--- src/rtl/prefix_fuser.sv ---
// prefix_fuser
//   Collects optional T and I prefix words in front of a base instruction
//   and emits one fused bundle per base word through a registered
//   valid/ready output stage.
//
//   Parameter MAX_GAP (1..255): the number of idle cycles a pending prefix
//   may wait for its base word before it is dropped as stale.
//
//   Optional feature macro PREFIX_FUSER_STATS_EN: when defined, fused_cnt
//   counts transferred bundles that carry a prefix, saturating at 16'hFFFF.
//   When it is undefined, fused_cnt is tied to zero.
//
//   Ports
//     clk, rst_n           clock, asynchronous active-low reset
//     in_valid, in_instr   fetched word (opcode in [31:29])
//     in_ready             word is accepted when in_valid && in_ready
//     flush                drop pending prefixes, the output bundle and the
//                          input word of this cycle
//     out_valid, out_ready bundle handshake
//     out_instr            base word
//     out_has_t, out_ta3, out_tt3, out_ta4, out_tt4   T prefix fields
//     out_has_i, out_immhi                            I prefix fields
//     err_dup              pulse: same-type prefix overwrote a pending one
//     err_stale            pulse: pending prefixes dropped by timeout
//     fused_cnt            transferred bundles that had a prefix
module prefix_fuser #(
  parameter int MAX_GAP = 15
) (
  input  logic        clk,
  input  logic        rst_n,
  input  logic        in_valid,
  input  logic [31:0] in_instr,
  output logic        in_ready,
  input  logic        flush,
  output logic        out_valid,
  input  logic        out_ready,
  output logic [31:0] out_instr,
  output logic        out_has_t,
  output logic [5:0]  out_ta3,
  output logic [5:0]  out_ta4,
  output logic [1:0]  out_tt3,
  output logic [1:0]  out_tt4,
  output logic        out_has_i,
  output logic [25:0] out_immhi,
  output logic        err_dup,
  output logic        err_stale,
  output logic [15:0] fused_cnt
);

  localparam logic [7:0] GAP_LIMIT = 8'(MAX_GAP);
  localparam logic [2:0] OP_T      = 3'b011;
  localparam logic [2:0] OP_I      = 3'b100;

  typedef enum logic {IDLE, PEND} state_t;

  state_t      state_reg, state_next;
  logic        t_pend_reg, i_pend_reg;
  logic [15:0] t_word_reg;
  logic [25:0] immhi_reg;
  logic [7:0]  gap_reg;

  logic        out_valid_reg, out_has_t_reg, out_has_i_reg;
  logic [31:0] out_instr_reg;
  logic [15:0] out_t_reg;
  logic [25:0] out_immhi_reg;
  logic        err_dup_reg, err_stale_reg;

  logic accept, is_t, is_i, is_base;
  logic t_acc, i_acc, base_acc, timeout;

  assign in_ready = !out_valid_reg || out_ready;
  assign accept   = in_valid && in_ready;
  assign is_t     = (in_instr[31:29] == OP_T);
  assign is_i     = (in_instr[31:29] == OP_I);
  assign is_base  = !is_t && !is_i;

  // Flush swallows the input word, so every accept-driven action is gated by it.
  assign t_acc    = accept && is_t && !flush;
  assign i_acc    = accept && is_i && !flush;
  assign base_acc = accept && is_base && !flush;

  // Any accept restarts the gap, so a base word arriving exactly at the
  // limit still fuses instead of timing out.
  assign timeout  = (state_reg == PEND) && (gap_reg == GAP_LIMIT) && !accept && !flush;

  // State register
  always_ff @(posedge clk or negedge rst_n) begin
    if (!rst_n) state_reg <= IDLE;
    else        state_reg <= state_next;
  end

  // Next-state logic
  always_comb begin
    state_next = state_reg;
    case (state_reg)
      IDLE:    if (t_acc || i_acc) state_next = PEND;
      PEND:    if (flush || base_acc || timeout) state_next = IDLE;
      default: state_next = IDLE;
    endcase
  end

  // Pending prefixes and gap counter
  always_ff @(posedge clk or negedge rst_n) begin
    if (!rst_n) begin
      t_pend_reg <= 1'b0;
      i_pend_reg <= 1'b0;
      t_word_reg <= 16'h0000;
      immhi_reg  <= 26'h0;
      gap_reg    <= 8'h00;
    end else if (flush) begin
      t_pend_reg <= 1'b0;
      i_pend_reg <= 1'b0;
      gap_reg    <= 8'h00;
    end else if (accept) begin
      gap_reg <= 8'h00;
      if (is_t) begin
        t_pend_reg <= 1'b1;
        t_word_reg <= in_instr[15:0];
      end else if (is_i) begin
        i_pend_reg <= 1'b1;
        immhi_reg  <= in_instr[25:0];
      end else begin
        t_pend_reg <= 1'b0;
        i_pend_reg <= 1'b0;
      end
    end else if (timeout) begin
      t_pend_reg <= 1'b0;
      i_pend_reg <= 1'b0;
      gap_reg    <= 8'h00;
    end else if (state_reg == PEND) begin
      gap_reg <= gap_reg + 8'd1;
    end
  end

  // Error pulses, registered so they appear the cycle after the event
  always_ff @(posedge clk or negedge rst_n) begin
    if (!rst_n) begin
      err_dup_reg   <= 1'b0;
      err_stale_reg <= 1'b0;
    end else begin
      err_dup_reg   <= (t_acc && t_pend_reg) || (i_acc && i_pend_reg);
      err_stale_reg <= timeout;
    end
  end

  // Output bundle register; prefix fields are masked to zero when absent
  always_ff @(posedge clk or negedge rst_n) begin
    if (!rst_n) begin
      out_valid_reg <= 1'b0;
      out_instr_reg <= 32'h0;
      out_has_t_reg <= 1'b0;
      out_t_reg     <= 16'h0;
      out_has_i_reg <= 1'b0;
      out_immhi_reg <= 26'h0;
    end else if (flush) begin
      out_valid_reg <= 1'b0;
      out_instr_reg <= 32'h0;
      out_has_t_reg <= 1'b0;
      out_t_reg     <= 16'h0;
      out_has_i_reg <= 1'b0;
      out_immhi_reg <= 26'h0;
    end else if (base_acc) begin
      out_valid_reg <= 1'b1;
      out_instr_reg <= in_instr;
      out_has_t_reg <= t_pend_reg;
      out_t_reg     <= t_pend_reg ? t_word_reg : 16'h0;
      out_has_i_reg <= i_pend_reg;
      out_immhi_reg <= i_pend_reg ? immhi_reg : 26'h0;
    end else if (out_ready) begin
      out_valid_reg <= 1'b0;
    end
  end

  assign out_valid = out_valid_reg;
  assign out_instr = out_instr_reg;
  assign out_has_t = out_has_t_reg;
  assign out_ta3   = out_t_reg[5:0];
  assign out_tt3   = out_t_reg[7:6];
  assign out_ta4   = out_t_reg[13:8];
  assign out_tt4   = out_t_reg[15:14];
  assign out_has_i = out_has_i_reg;
  assign out_immhi = out_immhi_reg;
  assign err_dup   = err_dup_reg;
  assign err_stale = err_stale_reg;

`ifdef PREFIX_FUSER_STATS_EN
  logic [15:0] fused_cnt_reg;

  // Counts on the transfer handshake, so a flush does not clear it.
  always_ff @(posedge clk or negedge rst_n) begin
    if (!rst_n) begin
      fused_cnt_reg <= 16'h0000;
    end else if (out_valid_reg && out_ready && (out_has_t_reg || out_has_i_reg)
                 && (fused_cnt_reg != 16'hFFFF)) begin
      fused_cnt_reg <= fused_cnt_reg + 16'd1;
    end
  end

  assign fused_cnt = fused_cnt_reg;
`else
  assign fused_cnt = 16'h0000;
`endif

endmodule

--- config.mk ---
export PLATFORM = sky130hd
export DESIGN_NAME = prefix_fuser
export DESIGN_NICKNAME = d
export VERILOG_FILES = /design/src/rtl/prefix_fuser.sv
export SDC_FILE = /design/constraint.sdc
export NUM_CORES = 1
export LEC_CHECK = 0
export ABC_CLOCK_PERIOD_IN_PS = 2500
export CORE_MARGIN = 8
export CORE_UTILIZATION = 39
export CTS_CLUSTER_DIAMETER = 60
export CTS_CLUSTER_SIZE = 14
export DETAILED_ROUTE_END_ITERATION = 12
export DONT_BUFFER_PORTS = 1
export PLACE_DENSITY = 0.54
export SYNTH_ARGS = -nofsm -noshare
export SYNTH_HDL_FRONTEND = slang
export SYNTH_SLANG_ARGS = --single-unit
--- constraint.sdc ---
create_clock -name clk -period 2.5 [get_ports clk]
set_input_delay 0.5 -clock clk [delete_from_list [all_inputs] [get_ports clk]]
set_output_delay 0.5 -clock clk [all_outputs]
set_load 0.05 [all_outputs]
; Word-level counts from Yosys, hierarchy flattened
; Cells that the tools add are included.
[word_totals]
regBits = 132
word_cells = 85
[classes]
addsub = 1
n_eq_ne = 5
muxes = 31
n_bitwise = 3
n_reduce_logical = 31
[op_table]
columns = operator, n
row1 = $mux W26, 3
row2 = $mux W32, 2
row3 = $mux W16, 3
row4 = $mux W8, 4
row5 = $mux W1, 18
row6 = $logic_and A1 B1 Y1, 13
row7 = $add A8 B1 Y8 const B, 1
row8 = $eq A8 B4 Y1 const B, 1
row9 = $reduce_bool A3 Y1, 2
row10 = $logic_not A1 Y1, 5
row11 = $logic_or A1 B1 Y1, 5
row12 = $ne A4 B4 Y1 const B, 1
row13 = $reduce_and A2 Y1, 2
row14 = $reduce_and A4 Y1, 1
row15 = $reduce_bool A4 Y1, 1
row16 = $eq A3 B2 Y1 const B, 1
row17 = $eq A3 B3 Y1 const B, 1
row18 = $ne A3 B3 Y1 const B, 1
row19 = $not A1 Y1, 3
row20 = $reduce_and A3 Y1, 1
row21 = $pmux W1 S2, 1
row22 = $reduce_bool A2 Y1, 1

; Longest topological paths before layout
; Gate-level depths: netlist (run 1).
[logic_depth]
depth_word = 9
mapped_depth = 7

; Worst setup path after synthesis (run 1)
; OpenSTA, ideal clock, no wires.
[synth_path]
kind = register to register
startpoint = register out_valid_reg (netlist: out_valid)
endpoint = register t_word_reg[1]
setup_ps = 125
t_arrival_ps = 1822
required_ps = 2375
slack_ps = 554
stages_incl_launch_ff = 7
path_buffers = 3
synth_period_minus_slack_ps = 1946
path_cell_list = dfrtp_1 > nand2b_1 > buf_4 > and4bb_2 > buf_4 > buf_6 > mux2_2
[synth_between]
elab_chain_cells = 4
[synth_rtl]
columns = element, line
row1 = start: declaration, 62  ; logic out_valid_reg, out_has_t_reg, out_has_i_reg;
row2 = start signal: assignment, 149  ; out_valid_reg <= 1'b0;
row3 = start signal: assignment, 156  ; out_valid_reg <= 1'b0;
row4 = start signal: assignment, 163  ; out_valid_reg <= 1'b1;
row5 = $logic_not A1 Y1, 71  ; assign in_ready = !out_valid_reg || out_ready;
row6 = $logic_or A1 B1 Y1, 71
row7 = via in_ready, 33  ; output logic in_ready,
row8 = $logic_and A1 B1 Y1, 72  ; assign accept = in_valid && in_ready;
row9 = $reduce_and A3 Y1 (no line), -
row10 = end signal: assignment, 118  ; t_word_reg <= in_instr[15:0];
row11 = end: declaration, 58  ; logic [15:0] t_word_reg;
; The timed path passes the listed nets, and every way through them passes these cells.
; A chain may end at the register's enable or synchronous reset.

; Final worst setup path (run 1)
[layout_path]
startpoint = register out_valid_reg (netlist: out_valid)
endpoint = register out_immhi_reg[13] (netlist: out_immhi[13])
[layout_between]
elab_chain_cells = 6
[layout_rtl]
columns = element, line
row1 = $logic_not A1 Y1, 71
row2 = $logic_or A1 B1 Y1, 71
row3 = $logic_and A1 B1 Y1, 72
row4 = $logic_and A1 B1 Y1 (2 in series), 80  ; assign base_acc = accept && is_base && !flush;
row5 = $reduce_bool A2 Y1 (no line), -
row6 = end signal: assignment, 168  ; out_immhi_reg <= i_pend_reg ? immhi_reg : 26'h0;
row7 = end: declaration, 65  ; logic [25:0] out_immhi_reg;
; Every way passes these cells.

==> results of run 1 <==
==> stage by stage <==
| step | power (mW) | cells | util | setup WS [ns] |
|---|---|---|---|---|
| floorplan | 3.06 | 487 | - | 0.554 |
| global placement | 3.11 | 627 | 0.404 | 0.362 |
| detailed placement | 3.13 | 627 | 0.404 | 0.339 |
| CTS | 5.82 | 659 | 0.452 | 0.465 |
| global route | 5.99 | 659 | 0.452 | 0.303 |
| finish | 5.74 | 659 | 0.452 | 0.498 |
==> power by group through the flow <==
stage          Sequential (mW)  Combinational [mW]  Clock (mW)
2_1_floorplan             2.68               0.377           0
3_3_place_gp              2.72               0.388           0
3_5_place_dp              2.73               0.403           0
4_1_cts                   2.69               0.405        2.73
5_1_grt                   2.72               0.453        2.81
6_report                  2.68               0.399        2.65
==> final cells by class <==
type / instances / area share
flip-flops and latches: 132 / 0.549
multi-input cells: 307 / 0.292
clock buffers: 23 / 0.0811
well taps: 176 / 0.0366
clock inverters: 9 / 0.0248
repair buffers: 10 / 0.0146
inverters: 2 / 0.00125
==> cell usage after synthesis, drive strengths merged (2+ instances only) <==
cell and n:
nand2b 3, a211oi 2, or3 3, inv 2
nand3 3, a21oi 34, and4bb 2, o211ai 2
dfrtp 132, o21ai 5, a22o 42, nor2 2
buf 38, a21o 3, nand4 3, a21boi 3
clkbuf 8, nor3 5, nand2 148, o41ai 2
mux2 16
==> cell usage in the layout, fill, tap and decap left out, drive strengths merged, types with 2 or more instances in the layout <==
| master | netlist | final |
|---|---|---|
| nand3 | 3 | 3 |
| nand2 | 148 | 148 |
| clkbuf | 8 | 23 |
| buf | 38 | 10 |
| nor3 | 5 | 5 |
| inv | 2 | 2 |
| a211oi | 2 | 2 |
| nand4 | 3 | 3 |
| and4bb | 2 | 2 |
| dfrtp | 132 | 132 |
| or3 | 3 | 3 |
| a21o | 3 | 3 |
| o211ai | 2 | 2 |
| nor2 | 2 | 2 |
| clkinv | 0 | 5 |
| nand2b | 3 | 3 |
| o41ai | 2 | 2 |
| conb | 1 | 16 |
| a21oi | 34 | 34 |
| a22o | 42 | 42 |
| a21boi | 3 | 3 |
| o21ai | 5 | 5 |
| mux2 | 16 | 16 |
| bufinv | 0 | 4 |
==> metal layers <==
metal | share of wire | GRT usage | vias up | wire length (um)
met2 | 0.46 | 0.231 | 114 | 5960
met3 | 0.088 | 0.0666 | 17 | 1150
met1 | 0.43 | 0.187 | 1705 | 5630
li1 | - | - | 1587 | -
met5 | 0 | 0 | - | 0
met4 | 0.020 | 0.0656 | 0 | 256
==> logic make-up after synthesis <==
kind of cell             Yosys count
multiplexers                      17
AND/OR/NAND/NOR                  177
other                              1
adder cells (fa/ha/maj)            1
flip-flops                       132
buffers and inverters             48
AO/OA/AOI/OAI                     96
==> critical path: stages, from the launching register on <==
cell and delay [ns]:
dfrtp_1 0.38, nand2b_1 0.27, nand4_4 0.16, nor3_4 0.85, a22o_1 0.26
==> path summary, 6_finish.rpt <==
| path | cells past startpoint | slack [ns] | end |
|---|---|---|---|
| max reg2reg | 4 | 0.50 | out_immhi[13] |
| min | 0 | -0.22 | out_immhi[22] |
| max in group asynchronous | 0 | 2.55 | out_instr[6] |
| max | 4 | 0.50 | out_immhi[13] |
| min reg2reg | 2 | 0.47 | immhi_reg[1] |
| min in group clk | 1 | 0.14 | out_valid |
==> results.md, run 1 <==
- Max Fclk: roughly 0.50 GHz
- Final net count: ~510
- Largest family of logic cells by synthesized area: simple AND/OR/NAND/NOR gates
- CTS buffer count: 17
- Worst reg2reg path startpoint: out_valid
- Clk buf depth: 2
- Max_slew headroom: 0.264
- Setup violators final: 0
- Core Box Area: 13300 um^2
- H-tree level count: 4
- Largest area contributor in the netlist: dfrtp_1
- Post-synthesis simple-gate area fraction: 0.150
- Area contributors post-synth: dfrtp_1 62%, nand2_1 10%, a22o_1 6.9%, mux2_2 3.4%, a21oi_1 3.2%
- Vias in the first global route: about 3500
- Synth unique cells: 42
- Global route total overflow: 0
- Register area share after synthesis: 0.620
- Worst EP required: 2.84 ns
- Leak: roughly 2.9 nW
- Per-cell routed wire length: 19.7 um
- Port bufs: 0
- Xor and xnor area share after synthesis: 0
- Switching portion of total power: 0.254
- Die Y: 133 um
- Clk pin slew, worst setup/hold paths: 0.06 ns
- Clk_lat worst skew: 0.41 ns
- Final Hold Slack: -0.215 ns
- Final min period: ~2 ns
- Dpl hpwl: 8.60 mm
- Worst-Margin Slew: 1.10 ns
- Worst EP arrival: 2.34 ns
- Max-slew violations: 0
- Initial DRC Count: 220
- Final period util: 0.801
- Avg Vias per Cell: between 5 and 6
- CP Capture Type: flop
- Status: finished with violations
- Routed via count: 3423
- Critical path startpoint: out_valid
- Setup bufs post-CTS: 0
- Antenna cells: 0
- Placed instance area: 5380 um^2
- GRT Util Overall: 0.153
- Max-Cap Viols: 0
- PwrDens: 954 nW/um^2
- IO Pins: around 130
- Combinational Power Share: 0.070
- Horiz. Die Dim: 133 um
- NetSw: 1.46 mW
- Share of the synthesized area in the top cell type: 0.620
- DRC viols: 0
- Setup crit start kind: flop
- Filler cells: 1226
- Mux share of post-synthesis cell area: 0.0357
- Initial core utilization: 0.401
- Cell row count: 42
- Flops & latches, synth: 132
- Largest net degree at the start of global routing: 133
- Failing checks: hold timing
- Compound-Gate Fraction of Synth Area: 0.129
- Synth Area in Adders: 0.00235
- Cell count after synthesis: roughly 470
- First-pass GRT wire length: 21.0 mm
- Max reg flops: 32
- Drt pass-1 iters: 4
- Hold Path Class: in -> async
- CTS resizes: 0
- # clock sinks: 132
- P_int: 4.28 mW
- Multi-input gate area: 1760 um^2
- Post-Route WL: 13.0 mm
- TritonCTS clock tree: done
- Share of total power in sequential cells: 0.468
- Mapped Avg Cell Area: 11.3 um^2
- Reg area: around 3300 um^2
- Initial antenna violation count: 0
- Final GP Congestion: 0.719
- Post-synthesis async set-or-reset flop share: 1.00
- Ys Warns: 0
- Synthesized area: around 5300 um^2
- Layout cells sized above 1: 0.135
- Setup TNS: 0 ns
- Area growth, synth to finish: 12.8%
- Peak VDD IR: 0.000435 V
- RSZ-0062 raised after global routing: no
- Max Clock Skew: 0.00925 ns
- Antenna Nets Post-Route: 0
- Critical path type: reg -> reg
- Clk pwr share: 0.463
- CP max FO: 27
- Post-synth EDFFs: 0
- CTS Root Buffer Type: clkbuf_16
- Hold Vio Cnt, Final: about 130
- Synth Flop Type: dfrtp_1
- Design area: roughly 6000 um^2
- Die area: 17700 um^2
(Power assumes the default switching activity.)
==> inputs of run 2 (changes only) <==
--- a/config.mk
+++ b/config.mk
@@ -5,7 +5,7 @@
 export SDC_FILE = /design/constraint.sdc
 export NUM_CORES = 1
 export LEC_CHECK = 0
-export ABC_CLOCK_PERIOD_IN_PS = 2500
+export ABC_CLOCK_PERIOD_IN_PS = 2100
 export CORE_MARGIN = 8
 export CORE_UTILIZATION = 39
 export CTS_CLUSTER_DIAMETER = 60
==> constraint.sdc (replaced) <==
create_clock -name clk -period 2.1 [get_ports clk]
set_input_delay 0.42 -clock clk [delete_from_list [all_inputs] [get_ports clk]]
set_output_delay 0.42 -clock clk [all_outputs]
set_load 0.05 [all_outputs]
==> run 2 against run 1 <==
Critical path depth unchanged; non-clock buffer count increased by 3; sequential share of layout area decreased by 0.25 points; largest power group unchanged; register-to-register slack got worse by 0.30 ns; clock-buffer cell count decreased by 3; wire length increased by 3.3%; power increased by 18%; the flow still finishes with violations (hold timing); critical path type unchanged; core utilization increased by 0.21 points.
==> results.md, run 2 (synthesis gave the netlist of run 1 again) <==
- Setup violators final: 0 (unchanged)
- CP cell instances: nand2b_1, nand4_4, nor3_2, a22o_1
- Global route total overflow: 0 (unchanged)
- Peak VDD IR: 0.000460 V (+5.9%)
- Slowest cell on the critical path: nor3_2
- Critical path type: reg -> reg
- Max-slew violations: 0 (unchanged)
- Routed via count: 3464 (+1.2%)
- Die Y: 133 um (unchanged)
- Hold Vio Cnt, Final: 132 (unchanged)
- Largest delay share family, worst path: simple AND/OR/NAND/NOR gates
- Clk_lat worst skew: 0.41 ns (about the same)
- Final net count: 512 (+0.79%)
- Most frequent cells in the layout: 148 x nand2_1, 132 x dfrtp_1, 42 x a22o_1
- Hold Path Class: in -> async
- CP max FO: 13 (-52%)
- First-pass GRT wire length: 21.0 mm (about the same)
- Worst EP arrival: 2.25 ns (-0.09 ns)
- Drt pass-1 iters: 4 (unchanged)
- Core Box Area: 13300 um^2 (unchanged)
- Failing checks: hold timing
- Worst-Margin Slew: 1.00 ns (-0.0969 ns)
- Die area: 17700 um^2 (unchanged)
- Clk buf depth: 2 (unchanged)
- Cell row count: 42 (unchanged)
- RSZ-0062 raised after global routing: no
- Layout cells sized above 1: 0.146 (+0.0112)
- Per-cell routed wire length: 20.2 um (+2.7%)
- # clock sinks: 132 (unchanged)
- Final period util: 0.907 (+0.106)
- Setup TNS: 0 ns (unchanged)
- TritonCTS clock tree: done
- Max incr delay on CP: 0.84 ns (about the same)
- CTS Root Buffer Type: clkbuf_16
- Final GP Congestion: 0.746 (+3.7%)
- Status: finished with violations
- CTS buffer count: 17 (unchanged)
- Dpl hpwl: 8.66 mm (+0.65%)
- Horiz. Die Dim: 133 um (unchanged)
- PwrDens: 1120 nW/um^2 (+17%)
- Leak: 2.86 nW (about the same)
- DRC viols: 0 (unchanged)
- Filler cells: 1215 (-0.90%)
- CP Capture Type: flop
- Max Clock Skew: 0.00850 ns (-0.000752 ns)
- GRT Util Overall: 0.152 (-0.000640)
- Max_slew headroom: 0.327 (+0.0634)
- Max reg flops: 32 (unchanged)
- Buf/Inv on CP: 0 (unchanged)
- Design area: 6040 um^2 (+0.46%)
- Setup crit start kind: flop
- Antenna Nets Post-Route: 0 (unchanged)
- Max-Cap Viols: 0 (unchanged)
- IO Pins: 133 (unchanged)
- Initial DRC Count: 233 (+5.9%)
- Placed instance area: 5410 um^2 (+0.65%)
- Commonest non-fill, non-tap cell in the layout: nand2_1
- Final min period: 1.90 ns (-0.0974 ns)
- Area growth, synth to finish: 13.3%
- H-tree level count: 4 (unchanged)
- Post-Route WL: 13.4 mm (+3.3%)
- Vias in the first global route: 3528 (-0.51%)
- Worst EP required: 2.44 ns (-0.40 ns)
- Clk pin slew, worst setup/hold paths: 0.06 ns (about the same)
- Initial antenna violation count: 0 (unchanged)
- Max Fclk: 0.525 GHz (+5.1%)
- Antenna cells: 0 (unchanged)
- Initial core utilization: 0.401 (unchanged)
- Final Hold Slack: -0.299 ns (-0.0842 ns)
- Port bufs: 0 (unchanged)
- Avg Vias per Cell: 5.22 (+0.59%)
- Largest net degree at the start of global routing: 133 (unchanged)
==> run 2: changes by cell type in the layout (fill, tap and decap cells not counted) <==
cell and delta:
buf_12 +1, buf_4 +2, bufinv_16 -1, clkbuf_1 -2, clkbuf_8 -1, clkinv_2 -1
clkinvlp_4 +4, inv_6 +1, nor3_2 +1
==> run 2: layer usage <==
layer | vias up | GRT usage | wire length [um]
met3 | 11 | 0.0738 | 1230
met1 | 1746 | 0.187 | 5700
met5 | - | 0 | 0
li1 | 1590 | - | -
met2 | 117 | 0.230 | 6360
met4 | 0 | 0.0492 | 138
==> run 2: power breakdown <==
part / leakage [nW] / switching, mW / internal [mW]
clock network: 0.294 / 1.10 / 1.96
registers: 1.76 / 0.397 / 2.80
logic: 0.801 / 0.293 / 0.193
==> run 2: through the flow <==
step / worst slack, ns / power [mW] / util / cells
final: 0.196 / 6.75 / 0.454 / 663
after global routing: 0.0336 / 7.02 / 0.454 / 663
after CTS: 0.0921 / 6.81 / 0.454 / 662
after detailed placement: 0.0397 / 3.73 / 0.407 / 630
after global placement: 0.103 / 3.71 / 0.407 / 630
after floorplan: 0.154 / 3.64 / - / 487
==> run 2: cell type report <==
| cell class | count | area, um^2 | share of cell area |
|---|---|---|---|
| Tap cell | 176 | 220 | 0.0365 |
| Clock buffer | 20 | 467 | 0.0773 |
| Multi-Input combinational cell | 308 | 1770 | 0.293 |
| Clock inverter | 12 | 153 | 0.0253 |
| Timing Repair Buffer | 13 | 123 | 0.0203 |
| Sequential cell | 132 | 3300 | 0.547 |
| Inverter | 2 | 7.51 | 0.00124 |
==> run 2: worst paths after layout <==
kind / to / cells after the start / slack, ns / startpoint
setup / recovery: out_immhi[22] / 4 / 0.20 / out_valid
hold / removal: out_immhi[23] / 0 / -0.30 / rst_n
setup reg to reg: out_immhi[22] / 4 / 0.20 / out_valid
hold reg to reg: immhi_reg[22] / 2 / 0.47 / immhi_reg[22]
max in group asynchronous: gap_reg[3] / 0 / 2.17 / rst_n
min in group clk: out_instr[4] / 1 / 0.08 / flush
==> run 2: worst reg2reg max path, cell delays in order, from the launching register on <==
cell and delay (ns):
dfrtp_1 0.38, nand2b_1 0.19, nand4_4 0.19, nor3_2 0.84
a22o_1 0.23
==> run 2: repair_timing <==
action | in CTS | in global routing
gates resized for setup | 0 | 0
endpoints found under the hold margin | 132 | 132
setup endpoints to repair | 0 | 1
buffers inserted | 0 | 0
==> patch 1 (flow settings as in run 2) <==
Change the parameter `MAX_GAP` from 15 to 7.
--- a/src/rtl/prefix_fuser.sv
+++ b/src/rtl/prefix_fuser.sv
@@ -25,5 +25,5 @@
 //     fused_cnt            transferred bundles that had a prefix
 module prefix_fuser #(
-  parameter int MAX_GAP = 15
+  parameter int MAX_GAP = 7
 ) (
   input  logic        clk,
Behaviour: same outputs for any inputs over 4 cycles, from zero or initial values and one cycle with rst_n low; that may be too few to reach the edited logic, so the function may still have changed.
==> patch 1 against run 2 <==
- the flow still finishes with violations (negative hold slack)
- worst hold slack improved by 0.0082 ns
- clock skew down 0.0011 ns
- power down 5.7%
- sequential share of layout area is 0.39 points higher
- worst setup slack worse by 0.0063 ns
- area after synthesis grew 0.75%
- global-route usage fell by 0.21 points
- sequential power is essentially flat
- final area fell by 0.70%
- cell count up 1.1%
- count of clock-buffer cells in the layout rose by 1
- wire length fell by 3.5%
- sequential cell count did not move
- non-clock buffer count stayed put
- critical endpoint is now out_immhi[25]
- largest cell class unchanged
==> patch 1: results <==
metrics = {
    "route": {
        "drtIter0Drc": 230,
        "wl_met3_um": 1210,
        "routed_wl_um": 12900,
    },
    "layout": {
        "drive_gt1_share_pct": 12.7,
        "final_nets": 516,
    },
    "worst_setup_path": {
        "critPathCapture": "out_immhi[25]",
        "crit_fanout": 27,
        "cp_slowest_stage_delay_ns": 0.88,
        "crit_slowest_cell": "nor3_4",
    },
    "yosys": {
        "synthXorXnorAreaFrac_pct": 0.163,
        "synthMuxAreaShare_pct": 3.35,
        "yosys-top-cells-count": "nand2_1, dfrtp_1, a22o_1, a21oi_1, buf_4",
        "synth-adder-area-share_pct": 0.233,
    },
    "placed_design": {
        "dp_hpwl_um": 8660,
        "dp.cells": 639,
    },
    "global_routing": {
        "grt_util_met1_pct": 19.0,
        "track_usage_pct": 15.0,
        "grt_pass1_vias": 3510,
    },
    "sta": {
        "fin_skew_ns": 0.00740,
        "holdWs_ns": -0.291,
        "hold_violations": 132,
    },
    "power": {
        "power.leakage_nw": 2.86,
        "irDropWorstVdd_mv": 0.700,
    },
    "outcome": {
        "outcome": "finished, violations left",
        "violations": "negative hold slack",
    },
}
## patch 1: cell types whose count changed in the layout (fill, tap and decap cells not counted), sizes merged, moves of 3 or more
cell / before / now
a211oi: 2 / 5
clkinvlp: 4 / 1
o21ai: 5 / 8
a21boi: 3 / 0
a21oi: 34 / 37
clkinv: 4 / 8
## patch 1: through the flow
| stage | worst slack (ns) | cell area [µm²] |
|---|---|---|
| finish | 0.189 | 6000 |
| global route | 0.0308 | 6000 |
| CTS | 0.165 | 6000 |
| detailed placement | 0.0666 | 5460 |
| global placement | 0.0968 | 5460 |
| floorplan | 0.0940 | 5430 |
## patch 1: cell type report
| cell class | count | area share [%] |
|---|---|---|
| sequential | 132 | 55.1 |
| clock buffer | 21 | 7.51 |
| multi-input combinational | 311 | 29.8 |
| timing repair buffer | 13 | 2.25 |
| inverter | 3 | 0.188 |
| tap | 180 | 3.75 |
| clock inverter | 10 | 1.42 |
## patch 1: what timing repair did
action                    in CTS  in global routing
resized for setup              0                  0
hold endpoints to repair     132                132
setup buffers                  0                  0
==> patch 2 (config.mk and constraints of run 2) <==
Made on the original files. The output `err_dup` loses its register stage (`err_dup_reg` becomes a continuous assignment).
--- a/src/rtl/prefix_fuser.sv
+++ b/src/rtl/prefix_fuser.sv
@@ -136,11 +136,11 @@
   always_ff @(posedge clk or negedge rst_n) begin
     if (!rst_n) begin
-      err_dup_reg   <= 1'b0;
       err_stale_reg <= 1'b0;
     end else begin
-      err_dup_reg   <= (t_acc && t_pend_reg) || (i_acc && i_pend_reg);
       err_stale_reg <= timeout;
     end
   end
+
+  assign err_dup_reg = (t_acc && t_pend_reg) || (i_acc && i_pend_reg);
 
   // Output bundle register; prefix fields are masked to zero when absent
Function: changed (a bounded check fails within 4 cycles, from zero or initial values and one cycle with rst_n low).
==> patch 2 against run 2 <==
- worst setup slack got worse by 0.092 ns
- the flow still finishes with violations (negative hold slack)
- final area down 0.10%
- sequential cell count fell by 1
- critical endpoint is now err_dup
- area after synthesis down 0.47%
- power shrank 1.6%
- non-clock buffer count is 2 higher
- wire length decreased by 1.6%
- count of clock-buffer cells in the layout increased by 3
- utilization grew 0.13 points
==> patch 2: results <==
metrics = {
    "placed_design": {
        "dp_hpwl_um": 8680,
        "place_congestion": 0.756,
        "portBuffers": 0,
    },
    "yosys": {
        "yosys-top-cells-count": "nand2_1, dfrtp_1, a22o_1, a21oi_1, buf_4",
        "synth.area.top_cells": "dfrtp_1, nand2_1, a22o_1",
        "synth-adder-area-share_pct": 0.236,
        "synthMuxAreaShare_pct": 3.58,
        "yosysWarnings": 0,
        "synthXorXnorAreaFrac_pct": 0,
        "ys.flop_type": "dfrtp_1",
        "seq_area_frac_synth_pct": 61.8,
        "synth_cell_type_count": 42,
        "synthArstFlopShare_pct": 100,
        "synth-compound-area-share_pct": 13.0,
    },
    "route": {
        "avgRoutedWirePerCell_um": 19.9,
        "drt_pass1_iterations": 5,
        "drtIter0Drc": 282,
        "vias": 3483,
    },
    "clock_tree": {
        "cts_setup_buffers": 0,
        "clk_latency_ns": 0.42,
        "cts_made_buffers": 17,
        "clk_pin_slew_ns": 0.05,
        "cts-root-buf": "clkbuf_16",
        "cts.htree.levels": 4,
        "cts_buffer_depth": 2,
    },
    "outcome": {
        "outcome": "finished, violations left",
        "violations": "negative hold slack",
    },
    "sta": {
        "hold_violations": 131,
        "fin_skew_ns": 0.00965,
        "holdWs_ns": -0.298,
        "slew_headroom_pct": 50.1,
    },
    "worst_setup_path": {
        "critPathCapture": "err_dup",
        "crit_fanout": 10,
        "crit_arrival_ns": 1.58,
        "crit_slowest_cell": "dfrtp_2",
        "r2r_end": "out_t_reg[9]",
        "critPathTopFamily": "simple AND/OR/NAND/NOR gates",
        "cp_slowest_stage_delay_ns": 0.42,
        "rrSetupSlack_ns": 0.14,
        "cp-startpoint": "out_valid",
    },
    "power": {
        "irDropWorstVdd_mv": 0.522,
        "switching_share_pct": 26.1,
        "power.leakage_nw": 2.86,
    },
    "layout": {
        "diodes": 0,
        "drive_gt1_share_pct": 14.8,
        "final_nets": 513,
        "largest_reg_flops": 32,
    },
    "global_routing": {
        "track_usage_pct": 15.1,
        "grt_pass1_vias": 3560,
        "antenna_found_initial": 0,
        "grt_util_met1_pct": 19.0,
        "use_met3_pct": 5.22,
        "use_met2_pct": 22.7,
        "grt_pass1_wl_um": 20600,
        "grt_max_degree": 132,
    },
    "hold_path": {
        "min_path_type": "input port to asynchronous set/reset pin",
    },
}
-- patch 2: changes by cell type in the layout (fill, tap and decap cells not counted), sizes merged --
cell      before  now
clkbuf        20   23
buf           13   15
clkinvlp       4    2
dfrtp        132  131
inv            3    2
-- patch 2: layer usage --
| layer | share of wire (%) | up-vias |
|---|---|---|
| met4 | 1.4 | 0 |
| li1 | - | 1591 |
| met1 | 44 | 1757 |
| met5 | 0 | - |
| met2 | 47 | 120 |
| met3 | 7.8 | 15 |
-- patch 2: area by class of cell --
cell class / count / area, µm²
clock inverters: 9 / 129
clock buffers: 23 / 468
repair buffers: 15 / 138
inverters: 2 / 7.51
multi-input cells: 308 / 1790
well taps: 176 / 220
fillers: 1257 / 7210
flip-flops and latches: 131 / 3280
-- patch 2: worst min path at each step --
stage                     startpoint             to  cells past startpoint
after floorplan                rst_n      err_stale                      0
after global placement         rst_n  out_immhi[11]                      0
after detailed placement       rst_n   out_immhi[9]                      0
after CTS                      rst_n  out_instr[11]                      0
after global routing           rst_n   out_immhi[9]                      0
final                          rst_n   out_immhi[9]                      0
-- patch 2: kinds of logic after synthesis --
| family | after synthesis |
|---|---|
| adder cells (fa/ha/maj) | 1 |
| flip-flops | 131 |
| AND/OR/NAND/NOR | 177 |
| multiplexers | 17 |
| other | 1 |
| buffers and inverters | 48 |
| AO/OA/AOI/OAI | 96 |
-- patch 2: power groups by stage --
stage	Combinational, mW	Sequential [mW]	Clock (mW)
5_1_grt	0.559	3.21	3.15
4_1_cts	0.492	3.18	3.04
2_1_floorplan	0.451	3.17	0
3_3_place_gp	0.474	3.22	0
6_report	0.494	3.17	2.97
3_5_place_dp	0.491	3.22	0
-- patch 2: through the flow --
step           power, mW  cell area, µm²  worst slack, ns  cells
2_1_floorplan       3.62            5380           0.0276    486
3_3_place_gp        3.69            5420           0.0828    632
3_5_place_dp        3.71            5420           0.0200    632
4_1_cts             6.71            6020           0.0865    663
5_1_grt             6.92            6030           0.0134    664
6_report            6.64            6030            0.104    664
-- patch 2: timing repair --
| item | in CTS | in global routing |
|---|---|---|
| setup endpoints to repair | 1 | 19 |
| pin swaps | 0 | 1 |
| endpoints found under the hold margin | 131 | 131 |
| gates cloned | 0 | 1 |
| resized for setup | 1 | 1 |
